$ cat src/rtl/alu_pkg.sv
// Shared definitions for the execute-stage ALU: op codes and multiplier FSM states.
package alu_pkg;

  localparam logic [3:0] ALU_AND   = 4'h0;
  localparam logic [3:0] ALU_OR    = 4'h1;
  localparam logic [3:0] ALU_NOR   = 4'h2;
  localparam logic [3:0] ALU_XOR   = 4'h3;
  localparam logic [3:0] ALU_ADD   = 4'h4;
  localparam logic [3:0] ALU_SUB   = 4'h5;
  localparam logic [3:0] ALU_SLT   = 4'h6;
  localparam logic [3:0] ALU_SLTU  = 4'h7;
  localparam logic [3:0] ALU_SLL   = 4'h8;
  localparam logic [3:0] ALU_SRL   = 4'h9;
  localparam logic [3:0] ALU_SRA   = 4'hA;
  localparam logic [3:0] ALU_MULTU = 4'hB;

  typedef enum logic {
    IDLE = 1'b0,
    MUL  = 1'b1
  } mul_state_e;

endpackage

$ cat src/rtl/alu_mult_seq.sv
// Iterative shift-add unsigned multiplier: one partial product per cycle, WIDTH cycles per op.
// The final product is presented combinationally in the same cycle done is high.
module alu_mult_seq #(
  parameter int WIDTH = 32
) (
  input  logic                 clk,
  input  logic                 rst_n,
  input  logic                 start,
  input  logic [WIDTH-1:0]     a,
  input  logic [WIDTH-1:0]     b,
  output logic                 busy,
  output logic                 done,
  output logic [2*WIDTH-1:0]   product
);
  import alu_pkg::*;

  localparam int CW = $clog2(WIDTH);
  localparam logic [CW-1:0] LAST = CW'(WIDTH - 1);

  mul_state_e           state_q, state_d;
  logic [2*WIDTH-1:0]   mcand, acc, addend;
  logic [WIDTH-1:0]     mplier;
  logic [CW-1:0]        cnt;

  assign busy    = (state_q == MUL);
  assign done    = busy && (cnt == LAST);
  assign addend  = mplier[0] ? mcand : '0;
  assign product = acc + addend;

  // State register; reset abandons any multiply in flight.
  always_ff @(posedge clk or negedge rst_n) begin
    if (!rst_n) state_q <= IDLE;
    else        state_q <= state_d;
  end

  // Next state: start launches a multiply, the last iteration returns to IDLE.
  always_comb begin
    state_d = state_q;
    case (state_q)
      IDLE:    if (start) state_d = MUL;
      MUL:     if (cnt == LAST) state_d = IDLE;
      default: state_d = IDLE;
    endcase
  end

  // Datapath: load operands on start, then one shift-add step per cycle.
  always_ff @(posedge clk or negedge rst_n) begin
    if (!rst_n) begin
      mcand  <= '0;
      mplier <= '0;
      acc    <= '0;
      cnt    <= '0;
    end else if (state_q == IDLE && start) begin
      mcand  <= {{WIDTH{1'b0}}, a};
      mplier <= b;
      acc    <= '0;
      cnt    <= '0;
    end else if (busy) begin
      acc    <= product;
      mcand  <= mcand << 1;
      mplier <= mplier >> 1;
      cnt    <= cnt + 1'b1;
    end
  end

endmodule

$ cat src/rtl/alu_exec_stage.sv
// Execute-stage ALU: single-cycle logic/arith/compare/shift ops, iterative MULTU,
// valid/ready on both sides and a single-entry output register.
module alu_exec_stage #(
  parameter int WIDTH = 32
) (
  input  logic             clk,
  input  logic             rst_n,
  input  logic             in_valid,
  output logic             in_ready,
  input  logic [3:0]       in_op,
  input  logic [WIDTH-1:0] in_a,
  input  logic [WIDTH-1:0] in_b,
  output logic             out_valid,
  input  logic             out_ready,
  output logic [WIDTH-1:0] out_result,
  output logic [WIDTH-1:0] out_hi,
  output logic             out_zero,
  output logic             out_ovf,
  output logic             out_err
);
  import alu_pkg::*;

  localparam int SHW = $clog2(WIDTH);

  logic                 run_q;
  logic                 accept, start_mul;
  logic                 mul_busy, mul_done;
  logic [2*WIDTH-1:0]   mul_product;
  logic [WIDTH-1:0]     alu_res, sum, diff;
  logic                 alu_ovf, alu_err;
  logic [SHW-1:0]       shamt;

  assign in_ready  = run_q && !mul_busy && (!out_valid || out_ready);
  assign accept    = in_valid && in_ready;
  assign start_mul = accept && (in_op == ALU_MULTU);
  assign shamt     = in_a[SHW-1:0];
  assign sum       = in_a + in_b;
  assign diff      = in_a - in_b;

  alu_mult_seq #(.WIDTH(WIDTH)) u_mult (
    .clk     (clk),
    .rst_n   (rst_n),
    .start   (start_mul),
    .a       (in_a),
    .b       (in_b),
    .busy    (mul_busy),
    .done    (mul_done),
    .product (mul_product)
  );

  // Hold off acceptance until the first clock after reset is released.
  always_ff @(posedge clk or negedge rst_n) begin
    if (!rst_n) run_q <= 1'b0;
    else        run_q <= 1'b1;
  end

  // Single-cycle result, signed overflow and illegal-op detection.
  always_comb begin
    alu_res = '0;
    alu_ovf = 1'b0;
    alu_err = 1'b0;
    case (in_op)
      ALU_AND:   alu_res = in_a & in_b;
      ALU_OR:    alu_res = in_a | in_b;
      ALU_NOR:   alu_res = ~(in_a | in_b);
      ALU_XOR:   alu_res = in_a ^ in_b;
      ALU_ADD: begin
        alu_res = sum;
        alu_ovf = (in_a[WIDTH-1] == in_b[WIDTH-1]) && (sum[WIDTH-1] != in_a[WIDTH-1]);
      end
      ALU_SUB: begin
        alu_res = diff;
        alu_ovf = (in_a[WIDTH-1] != in_b[WIDTH-1]) && (diff[WIDTH-1] != in_a[WIDTH-1]);
      end
      ALU_SLT:   alu_res = {{(WIDTH-1){1'b0}}, ($signed(in_a) < $signed(in_b))};
      ALU_SLTU:  alu_res = {{(WIDTH-1){1'b0}}, (in_a < in_b)};
      ALU_SLL:   alu_res = in_b << shamt;
      ALU_SRL:   alu_res = in_b >> shamt;
      ALU_SRA:   alu_res = $signed(in_b) >>> shamt;
      ALU_MULTU: alu_res = '0;
      default:   alu_err = 1'b1;
    endcase
  end

  // Output register: multiplier completion, new single-cycle result, or consume.
  always_ff @(posedge clk or negedge rst_n) begin
    if (!rst_n) begin
      out_valid  <= 1'b0;
      out_result <= '0;
      out_hi     <= '0;
      out_zero   <= 1'b0;
      out_ovf    <= 1'b0;
      out_err    <= 1'b0;
    end else if (mul_done) begin
      out_valid  <= 1'b1;
      out_result <= mul_product[WIDTH-1:0];
      out_hi     <= mul_product[2*WIDTH-1:WIDTH];
      out_zero   <= (mul_product == '0);
      out_ovf    <= 1'b0;
      out_err    <= 1'b0;
    end else if (accept) begin
      if (start_mul) begin
        out_valid  <= 1'b0;
      end else begin
        out_valid  <= 1'b1;
        out_result <= alu_res;
        out_hi     <= '0;
        out_zero   <= (alu_res == '0);
        out_ovf    <= alu_ovf;
        out_err    <= alu_err;
      end
    end else if (out_valid && out_ready) begin
      out_valid <= 1'b0;
    end
  end

endmodule

$ cat config.mk
export PLATFORM = sky130hd
export DESIGN_NAME = alu_exec_stage
export DESIGN_NICKNAME = d
export VERILOG_FILES = /design/src/rtl/alu_pkg.sv /design/src/rtl/alu_mult_seq.sv /design/src/rtl/alu_exec_stage.sv
export SDC_FILE = /design/constraint.sdc
export NUM_CORES = 1
export LEC_CHECK = 0
export CAP_MARGIN = 10
export CORE_MARGIN = 2
export CORE_UTILIZATION = 45
export CTS_CLUSTER_SIZE = 10
export DETAILED_ROUTE_END_ITERATION = 7
export HOLD_SLACK_MARGIN = 0.05
export PLACE_DENSITY = 0.7
export SLEW_MARGIN = 10
export SYNTH_ARGS = -nofsm -noshare
export SYNTH_HDL_FRONTEND = slang
export SYNTH_HIERARCHICAL = 1
export SYNTH_SLANG_ARGS = --single-unit
$ cat constraint.sdc
create_clock -name clk -period 12.4 [get_ports clk]
set_clock_uncertainty 0.1 [all_clocks]
set_input_delay 2.48 -clock clk [delete_from_list [all_inputs] [get_ports clk]]
set_output_delay 2.48 -clock clk [all_outputs]
set_load 0.05 [all_outputs]
# After elaboration in Yosys (flattened, before gate mapping)
# Cells that the tools add are included.
# Widths: inputs -> output; s select.
# op_classes
add_sub_neg	4
n_lt_le_gt_ge	2
eq_ne	17
n_shift	3
muxes	34
bitwise	5
n_reduce_logical	20
# op_table
operator	count
$pmux 32 s11	1
$mux 64	5
$mux 32	8
$add 64x64->64	1
$logic_not 64->1	1
$lt 32x32->1	2
$add 32x32->32	1
$and 32x32->32	1
$logic_not 32->1	1
$not 32->32	1
$or 32x32->32	1
$shl 32x5->32	1
$shr 32x5->32	1
$sshr 32x5->32	1
$sub 32x32->32	1
$xor 32x32->32	1
$eq 4x3->1 const B	4
$eq 4x4->1 const B	4
$mux 1	16
$reduce_or 12->1	1
$mux 5	2
$logic_and 1x1->1	9
$eq 4x2->1 const B	2
$add 5x1->5 const B	1
13 further kinds	18
# word_totals
regBits	235
inputBits	72
elab_cells	97

# Depth between registers and ports, before layout
# depth
ltp_word	8
depth_mapped	20
mapped_depth_nobuf	18

# Hierarchy
# The synthesis kept the hierarchy.
# modules_own_cells
mod	instances	cells_each	area_per_inst_um2	seq_area_each_um2
alu_exec_stage	1	1816	13391.6	1726.7
alu_mult_seq	1	1288	11313.4	4154.0

# Worst setup path after synthesis
# OpenSTA, ideal clock, no wires.
# synth_path
path_kind	in2reg
from	in in_a[2]
to	reg out_zero
arrival_ps	6922
setup_slack_ps	5313
path_stages	18
path_buffers	5
cell_sequence	buf_2 -> inv_2 -> buf_2 -> buf_1 -> clkbuf_1 -> ha_1 -> clkbuf_1 -> nor2b_1 -> a211o_1 -> a21oi_1 -> o31ai_1 -> or4_1 -> and4bb_1 -> nand4_1 -> or4_1 -> or4_1 -> nor4_1 -> a31o_1
# synth_via
elab_chain_len	7
word_cells_on_any_way	16
# synth_lines
item	line_no	rtl
start, declared	alu_exec_stage.sv:11	input logic [WIDTH-1:0] in_a,
branches (longest 2 deep; another with $sub 32x32->32)	n/a	
$pmux 32 s11 (*)	alu_exec_stage.sv:62	case (in_op)
$logic_not 32->1 (*)	alu_exec_stage.sv:108	out_zero <= (alu_res == '0);
$mux 1 (*)	alu_exec_stage.sv:102	if (start_mul) begin
$mux 1 (*)	alu_exec_stage.sv:101	end else if (accept) begin
$mux 1 (*)	alu_exec_stage.sv:94	end else if (mul_done) begin
end signal, assigned	alu_exec_stage.sv:98	out_zero <= (mul_product == '0);
end signal, assigned	alu_exec_stage.sv:108	
end, declared	alu_exec_stage.sv:17	output logic out_zero,
# Mark *: on every way between the ends. The select of a mux whose other input is x is not followed.
# A chain may end at the register's enable or synchronous reset.

# Worst setup path after layout
# Ends and elaborated chain as after synthesis.

==> results by group <==
Die
  • I/O pin count: roughly 140
  • DIE AREA: approximately 57000 um^2
  • Die height: 238 um
  • Core footprint: 54000 um^2
  • Initial Util: 0.457
  • Die X: approximately 240 um
  • Row count: 85

Synth
  • Xor and xnor area share after synthesis: 0.0238
  • Synth Warn #: 6
  • Seq cells post-synth: 235
  • Multiplexer area fraction after synthesis: 0.118
  • Sequential-to-total area share from yosys stat: 0.238
  • Synth Instances: 3104
  • Post-synth EDFFs: 0
  • Yosys top cell area share: 0.238
  • Simple-gate share of the synthesized area: 0.204
  • Post-Synth Adder-Cell Area: 0.0855
  • Synth Area in Compound Gates: 0.273
  • Ys flop type: dfrtp_1
  • Async SR Flop Fraction: 1.00
  • Syn nets: around 3300
  • Synthesized area per cell: about 8.0 um^2
  • Ranking of synthesized cells by area: dfrtp_1 (24%), ha_1 (8.3%), mux2i_1 (6.1%), nand2_1 (5.8%), o21ai_0 (5.5%)
  • Cell area after synthesis: around 25000 um^2
  • Largest family of logic cells by synthesized area: compound AO/OA/AOI/OAI gates
  • Unique masters post-synth: between 100 and 150
  • Cell taking the most area after synthesis: dfrtp_1

Critical path
  • Worst setup EP type: flop
  • Worst-path fanout max: between 60 and 70
  • CP bufs+invs: 3
  • Critical path, cell by cell: buf_2 -> buf_4 -> inv_2 -> ha_1 -> o211ai_1 -> o21ai_0 -> o31ai_1 -> o311ai_0 -> o211ai_1 -> mux2i_1 -> o21ai_0 -> or4_1 -> or4_1 -> nor4_1 -> a31o_1
  • CP max-delay cell: o21ai_0
  • CP Launch Type: input pin
  • Crit path DAT: approximately 8.4 ns
  • Worst EP required: between 10 and 15 ns
  • Worst path top cell family by delay: compound AO/OA/AOI/OAI gates
  • Critical path class: input pin to flop
  • Critical Path Max Stage Delay: 0.82 ns

Layout
  • Most common cell after layout, fill and taps aside: nand2_1
  • Final cell count without fillers: roughly 3800
  • Layout cell share with drive strength beyond 1: 0.0766
  • Final-stage net count: 3325
  • Area delta synth->final: 10.4%
  • Post-layout util: 0.505
  • Most frequent cells in the layout: nand2_1 (383), o21ai_0 (270), dfrtp_1 (234)

Routing
  • DRC: 0
  • DR vias: about 26000
  • Post-route ant nets: 0
  • 1st-iter DRT viols: 3569
  • Post-DR wirelength/cell: around 29 um
  • Final WL: 109000 um
  • Drt pass-1 iters: 6
  • Via density: about 6.7

Placed design
  • Placed cell count: about 3800
  • Worst slack, placed: about 4.0 ns
  • I/O Buffers: 140
  • Placer Congestion: 1.02
  • Final HPWL DP: approximately 83000 um

Pwr
  • Max IR drop VDD: ~0.15 mV
  • Int Power: 2090 uW
  • Reg power frac: 0.321
  • Power Density: around 140 nW/um^2
  • Clock Power Share: 0.209
  • Leak: ~0.011 uW
  • Switching share of power: 0.454
  • Combinational Power Share: 0.470
  • Psw: around 1700 uW

Global routing
  • Vias in the first global route: between 20000 and 25000
  • Pin count of the biggest net entering global routing: between 100 and 150
  • GRT overflow: 0
  • Initial antenna violation count: 4
  • Tot GR Track Use: 0.372
  • First-pass GRT wire length: 159000 um

Timing
  • Final worst-path cycle share: 0.646
  • F_max: 0.125 GHz
  • Final hold viol count: 0
  • Max-slew violation count: 0
  • Worst setup margin: between 4 and 5 ns
  • Slew Limit Headroom: 0.173
  • RSZ-0062 raised after global routing: false
  • Crit path time final: approximately 8 ns
  • Setup Viol. Count Final: 0
  • Worst-margin pin slew: around 1.2 ns
  • Setup Total Neg Slack: 0 ns

Status
  • Status: completed

Clocking
  • Number of hold buffers added after cts: 0
  • CTS Buf Count: 29
  • Clk buf depth: 3
  • # H-tree levels: 1
  • Worst-Skew Late Latency: 0.59 ns
  • Clk slew on worst S/H paths: ~0.060 ns
  • Post-CTS sizing: 0
  • CTS root buffer: clkbuf_16
  • Setup bufs post-CTS: 0
  • Sink Count: 235
  • TritonCTS clock tree: done

Worst hold path
  • Worst Hold Class: flop to flop

Flow run
  • Max Cap Viol: 0
## flip-flops by register name (all words and copies together) (netlist names)
signal,flops
out_result,32
run_q,1
out_ovf,1
out_hi,32
u_mult/busy,1
u_mult/acc,64
out_err,1
u_mult/cnt,5
out_zero,1
u_mult/mcand,64
out_valid,1
u_mult/mplier,32
## cells by family after synthesis
logic type      Yosys count
simple gates           1035
compound gates         1010
buf+inv                 354
mux                     235
flops                   235
fa+ha+maj               167
xor+xnor                 67
other cells               1
## through the flow
step	power (uW)	hold slack, ns	instance area (um^2)
6_report	3820	0.380	27300
2_1_floorplan	2340	0.352	24700
4_1_cts	3800	0.387	27300
3_3_place_gp	2950	0.360	26400
3_5_place_dp	2980	0.373	26400
5_1_grt	4020	0.413	27300
## path summary, 6_finish.rpt
check	start	end	slack, ns	depth (start not counted)
max	in_a[2]	out_zero	4.39	15
min	u_mult/mplier[30]	u_mult/mplier[29]	0.38	2
max reg2reg	u_mult/mplier[0]	out_zero	5.76	17
min reg2reg	u_mult/mplier[30]	u_mult/mplier[29]	0.38	2
max in group asynchronous	rst_n	u_mult/busy	8.93	2
min in group asynchronous	rst_n	out_hi[15]	1.79	1
## power groups by stage
stage | registers (uW) | clock network [uW] | logic, uW
4_1_cts | 1220 | 816 | 1760
3_5_place_dp | 1230 | 0 | 1750
3_3_place_gp | 1220 | 0 | 1730
5_1_grt | 1250 | 844 | 1920
2_1_floorplan | 1260 | 0 | 1090
6_report | 1230 | 799 | 1800
## Yosys cell counts (27+ instances only)
| library cell | n |
|---|---|
| ha_1 | 164 |
| mux4_2 | 39 |
| a21o_1 | 49 |
| a211oi_1 | 53 |
| a22o_1 | 57 |
| mux2_2 | 38 |
| nand3_1 | 54 |
| nor3_1 | 53 |
| o211ai_1 | 46 |
| nand4_1 | 45 |
| clkbuf_1 | 176 |
| and2_1 | 77 |
| xor2_1 | 27 |
| o221ai_1 | 28 |
| xnor2_1 | 40 |
| a21oi_1 | 205 |
| mux2i_1 | 150 |
| a31oi_1 | 33 |
| nand2b_1 | 56 |
| dfrtp_1 | 235 |
| o21ai_0 | 270 |
| nor4_1 | 35 |
| nand2_1 | 383 |
| nor2_1 | 200 |
| inv_1 | 111 |
## final cells by class
cell class | instances | area (um^2)
diodes | 3 | 7.51
clock buffers | 37 | 806
clock inverters | 4 | 63.8
fillers | 5250 | 26700
inverters | 116 | 435
multi-input cells | 2515 | 17500
flip-flops and latches | 235 | 5880
well taps | 696 | 871
repair buffers | 189 | 1750
## metal layers
layer | vias up | wire length (um) | global-route usage
li1 | 11451 | - | -
met1 | 12681 | 50200 | 0.566
met2 | 1317 | 45000 | 0.539
met3 | 161 | 9990 | 0.0612
met4 | 2 | 3400 | 0.102
met5 | - | 13 | 0
## worst min-delay path, delay by kind of cell (launching register included)
| family | cells | cell delay, ns |
|---|---|---|
| AO/OA/AOI/OAI | 1 | 0.06 |
| AND/OR/NAND/NOR | 1 | 0.05 |
| flip-flops | 1 | 0.34 |
No activity file was read; power rests on OpenSTA's default activity.
